<file path="config.mk">
export PLATFORM = sky130hd
export DESIGN_NAME = clk_div_meter
export DESIGN_NICKNAME = d
export VERILOG_FILES = /design/src/rtl/clk_util_pkg.sv /design/src/rtl/sync_2ff.sv /design/src/rtl/clk_div_meter.sv
export SDC_FILE = /design/constraint.sdc
export NUM_CORES = 1
export LEC_CHECK = 0
export ABC_CLOCK_PERIOD_IN_PS = 2050
export CORE_ASPECT_RATIO = 0.5
export CORE_MARGIN = 3
export CORE_UTILIZATION = 57
export CTS_BUF_LIST = sky130_fd_sc_hd__clkbuf_2
export CTS_CLUSTER_DIAMETER = 120
export DETAILED_ROUTE_END_ITERATION = 12
export HOLD_SLACK_MARGIN = 0.02
export MAX_ROUTING_LAYER = met4
export PLACE_DENSITY = 0.84
export SLEW_MARGIN = 20
export SYNTH_ARGS = -nofsm -noshare
export SYNTH_HDL_FRONTEND = slang
export SYNTH_SLANG_ARGS = --single-unit
</file>
<file path="constraint.sdc">
create_clock -name clk_in -period 2.05 [get_ports clk_in]
set_input_delay 0.3075 -clock clk_in [delete_from_list [all_inputs] [get_ports clk_in]]
set_output_delay 0.3075 -clock clk_in [all_outputs]
set_load 0.02 [all_outputs]
</file>
<file path="src/rtl/clk_util_pkg.sv">
// clk_util_pkg: shared clock-utility types and defaults (meter FSM encoding, default counter width)
package clk_util_pkg;
    localparam int CNT_W_DEF = 8;
    typedef enum logic {WAIT_EDGE = 1'b0, MEASURE = 1'b1} meter_state_e;
endpackage

</file>
<file path="src/rtl/sync_2ff.sv">
// sync_2ff: two-flop synchronizer for a single asynchronous bit
//   clk_in : destination clock
//   rst    : asynchronous active-high reset, clears both flops
//   d      : asynchronous input
//   q      : synchronized output (second flop)
module sync_2ff (
    input  logic clk_in,
    input  logic rst,
    input  logic d,
    output logic q
);
    logic s1;
    always_ff @(posedge clk_in or posedge rst)
        if (rst) {q, s1} <= 2'b00;
        else     {q, s1} <= {s1, d};
endmodule

</file>
<file path="src/rtl/clk_div_meter.sv">
// clk_div_meter: measures period and high time of a divided clock in clk_in cycles
//   clk_in     : system clock
//   rst        : asynchronous active-high reset
//   en         : measurement enable
//   div_in     : asynchronous divided clock under measurement
//   period     : clk_in cycles between consecutive div_in rising edges
//   high_cnt   : clk_in cycles div_in was sampled high within that period
//   meas_valid : one-cycle pulse when period/high_cnt update
//   timeout    : one-cycle pulse when the period counter saturates without an edge
module clk_div_meter import clk_util_pkg::*; #(
    parameter int CNT_W = CNT_W_DEF
) (
    input  logic             clk_in,
    input  logic             rst,
    input  logic             en,
    input  logic             div_in,
    output logic [CNT_W-1:0] period,
    output logic [CNT_W-1:0] high_cnt,
    output logic             meas_valid,
    output logic             timeout
);
    localparam logic [CNT_W-1:0] ONES = '1;
    localparam logic [CNT_W-1:0] ONE  = CNT_W'(1);

    meter_state_e     state, state_nxt;
    logic             s2, s3, rise;
    logic [CNT_W-1:0] cnt, cnt_nxt, hcnt, hcnt_nxt, period_nxt, high_nxt;
    logic             mv_nxt, to_nxt;

    sync_2ff u_sync (.clk_in(clk_in), .rst(rst), .d(div_in), .q(s2));

    assign rise = s2 & ~s3;

    always_ff @(posedge clk_in or posedge rst)
        if (rst) begin
            s3         <= 1'b0;
            state      <= WAIT_EDGE;
            cnt        <= '0;
            hcnt       <= '0;
            period     <= '0;
            high_cnt   <= '0;
            meas_valid <= 1'b0;
            timeout    <= 1'b0;
        end else begin
            s3         <= s2;
            state      <= state_nxt;
            cnt        <= cnt_nxt;
            hcnt       <= hcnt_nxt;
            period     <= period_nxt;
            high_cnt   <= high_nxt;
            meas_valid <= mv_nxt;
            timeout    <= to_nxt;
        end

    // The rising-edge cycle itself counts as the first (high) cycle of the new period,
    // so both counters restart at 1; a rise at cnt==ONES wins over the timeout.
    always_comb begin
        state_nxt  = state;
        cnt_nxt    = cnt;
        hcnt_nxt   = hcnt;
        period_nxt = period;
        high_nxt   = high_cnt;
        mv_nxt     = 1'b0;
        to_nxt     = 1'b0;
        if (!en) begin
            state_nxt = WAIT_EDGE;
            cnt_nxt   = '0;
            hcnt_nxt  = '0;
        end else if (state == WAIT_EDGE) begin
            if (rise) begin
                state_nxt = MEASURE;
                cnt_nxt   = ONE;
                hcnt_nxt  = ONE;
            end
        end else if (rise) begin
            period_nxt = cnt;
            high_nxt   = hcnt;
            mv_nxt     = 1'b1;
            cnt_nxt    = ONE;
            hcnt_nxt   = ONE;
        end else if (cnt == ONES) begin
            to_nxt    = 1'b1;
            state_nxt = WAIT_EDGE;
            cnt_nxt   = '0;
            hcnt_nxt  = '0;
        end else begin
            cnt_nxt  = cnt + ONE;
            hcnt_nxt = (s2 && hcnt != ONES) ? hcnt + ONE : hcnt;
        end
    end
endmodule
</file>
==> impl_metrics.json <==
{
  "tightest_slew_ns": 0.472,
  "reg2reg_from": "cnt[1]",
  "fillCellCount": 201,
  "period_needed_ns": 1.92,
  "cp_data_required_time_ns": 2.39,
  "clk_pin_slew_ns": 0.20,
  "synth_top_family_by_area": "simple AND/OR/NAND/NOR gates",
  "cts_setup_buffers": 0,
  "fp.dieArea_um2": 3770,
  "cts_buffers": 5,
  "slew_violations": 0,
  "first_global_vias": 1330,
  "chipWidth_um": 83.9,
  "gp_congestion": 0.863,
  "drc": 0,
  "ir_drop_uv": 394,
  "clk-insertion-delay-late_ns": 0.40,
  "core_um2": 2730,
  "final-setup-viol-count": 0,
  "dieHeight_um": 44.9,
  "crit_chain": "ha_1 > and4_1 > a21o_1 > or4_1 > a21oi_1",
  "reg2reg_to": "hcnt[6]",
  "rr_worst_depth": 5,
  "cts_hold_buf": 0,
  "ctsResizeCount": 0,
  "layout_commonest_cell": "dfrtp_1",
  "crit_arrival_ns": 2.26,
  "cap_violations": 0,
  "synth_simple_gate_area_share": 0.176,
  "synth_compound_area_frac": 0.110,
  "routedWlPerCell_um": 16.1,
  "leakagePower_nw": 0.913,
  "grt_max_degree": 39,
  "grt_overflow_total": 0,
  "worst_slack_ns": 0.135,
  "layout_common_cells": "dfrtp_1 (38), clkdlybuf4s50_1 (21), mux2_2 (15)",
  "power_mw": 1.26,
  "rsz0062_at_grt": "no",
  "hold_viol_final": 0,
  "nNetsFinal": 187,
  "synthMuxAreaShare": 0.104,
  "post-place-ws_ns": 0.178,
  "grt_pass1_wl_mm": 6.24,
  "synth-xor-area-share": 0.0152,
  "relSlewSlack": 0.684,
  "synth_warnings": 0,
  "area_growth_pct": 18.8,
  "synth.yosys.seq_area_share": 0.550,
  "final_antenna_net_count": 0,
  "power.density_nw_per_um2": 611,
  "synth_fa_ha_area_frac": 0.0145,
  "finClkSkew_ns": 0.0178,
  "drive_gt1_frac": 0.176,
  "worstSetupPathType": "reg -> reg",
  "drt_iter0_drc": 103,
  "yosys.cell_types.count": 38,
  "stdcell_count": 219,
  "postSynthAreaPerCell_um2": 11.3,
  "ys_seq_elements": 38,
  "diodes": 0,
  "timing.critical_path.slowest_cell_delay_ns": 0.51,
  "fin_setup_tns_ns": 0,
  "crit_path_end_kind": "register",
  "synth_cells": 153,
  "netlist_area_um2": 1730,
  "hold_class": "in -> async",
  "num_io_pins": 22,
  "critPathSlowestCell": "dfrtp_1",
  "h-tree-depth": 2,
  "num_vias": 1359,
  "rows": 13,
  "start_util": 0.632,
  "max_freq_mhz": 522,
  "critPathLaunch": "cnt[1]",
  "dp_hpwl_mm": 2.43,
  "wirelength_mm": 3.53,
  "cts_tree": "built",
  "rrSetupSlack_ns": 0.13,
  "clock_tree.buffer_depth": 2,
  "period_share": 0.934,
  "vias_per_cell": 6.21,
  "fin_hold_ws_ns": 0.280,
  "grt_antenna_before_repair": 0,
  "start_kind": "register",
  "dr.pass1.iters": 4,
  "cp_max_fo": 8,
  "track_usage": 0.225,
  "status": "finished, final reports clean",
  "clock_sinks": 38,
  "cts_root_buffer": "clkbuf_2",
  "synthesis.nets": 159,
  "placed_cells": 211,
  "io_buffers": 21
}
==> how the worst max path moves through the flow <==
stage	end	slack [ns]
finish	hcnt[6]	0.13
global route	hcnt[0]	0.02
CTS	hcnt[6]	0.15
detailed placement	hcnt[6]	0.18
global placement	hcnt[6]	0.26
floorplan	hcnt[6]	0.24
==> final cells by class <==
cell class / instances / area (um^2) / share of cell area
clock buffer: 5 / 25.0 / 0.0122
clock inverter: 3 / 16.3 / 0.00792
inverter: 4 / 15.0 / 0.00731
multi-input combinational: 104 / 724 / 0.353
sequential: 38 / 951 / 0.463
tap: 37 / 46.3 / 0.0225
timing repair buffer: 28 / 275 / 0.134
==> synthesized netlist by cell type, drive strengths merged <==
library cell	n	area [um^2]
clkbuf	3	11.3
a21boi	2	15.0
o21bai	1	7.51
nor2	5	18.8
mux2	15	169
and4	3	26.3
dfrtp	38	951
nand2b	3	18.8
a21oi	8	40.0
or3	2	12.5
nand2	12	45.0
and3	3	21.3
nor2b	1	6.26
a311oi	2	17.5
xor2	3	26.3
o22ai	1	6.26
mux2i	1	10.0
or4	1	7.51
nand3	12	65.1
buf	4	26.3
nand4	6	37.5
nand4b	3	26.3
o311ai	1	8.76
a21o	1	7.51
ha	2	25.0
a41oi	2	17.5
a31oi	2	12.5
a211oi	1	7.51
nor3	1	5.00
nor3b	1	7.51
o21ai	5	25.0
o2111ai	2	17.5
and2	1	6.26
o211ai	1	7.51
inv	4	15.0
==> cell families (layout without fill, tap and decap cells) <==
family | after synthesis | count (layout)
AOI/OAI and AO/OA | 29 | 29
xor gates and xnor gates | 3 | 3
adders and majority gates | 2 | 2
buffers and inverters | 11 | 40
DFF | 38 | 38
muxes | 16 | 16
and+or+nand+nor | 54 | 54
==> registers in the layout (all words and copies together), names as in the netlist <==
register,cells
cnt,8
hcnt,8
high_cnt,8
meas_valid,1
period,8
s3,1
state,1
timeout,1
u_sync.q,1
u_sync.s1,1
==> critical path, delay by kind of cell (launching register included) <==
family                   cells  cell delay, ns
flip-flops                   1            0.51
AND/OR/NAND/NOR              2            0.73
adder cells (fa/ha/maj)      1            0.25
AO/OA/AOI/OAI                2            0.37
==> power breakdown <==
part,internal (mW),leakage (nW),switching (mW)
clock network,0.0777,0.0264,0.254
registers,0.772,0.518,0.0173
logic,0.0590,0.368,0.0757
total,0.909,0.913,0.347
==> per-layer routing <==
| metal | part of all wire | vias to the layer above | global-route usage |
|---|---|---|---|
| li1 | - | 631 | - |
| met1 | 0.47 | 689 | 0.282 |
| met2 | 0.48 | 33 | 0.367 |
| met3 | 0.044 | 6 | 0.0565 |
| met4 | 0.011 | 0 | 0.0833 |
| met5 | 0 | - | - |
==> per-stage QoR <==
stage | utilization | cell area (um^2)
after floorplan | - | 1730
after global placement | 0.736 | 2010
after detailed placement | 0.736 | 2010
after CTS | 0.751 | 2050
after global routing | 0.751 | 2050
final | 0.751 | 2050
(Power assumes the default switching activity.)
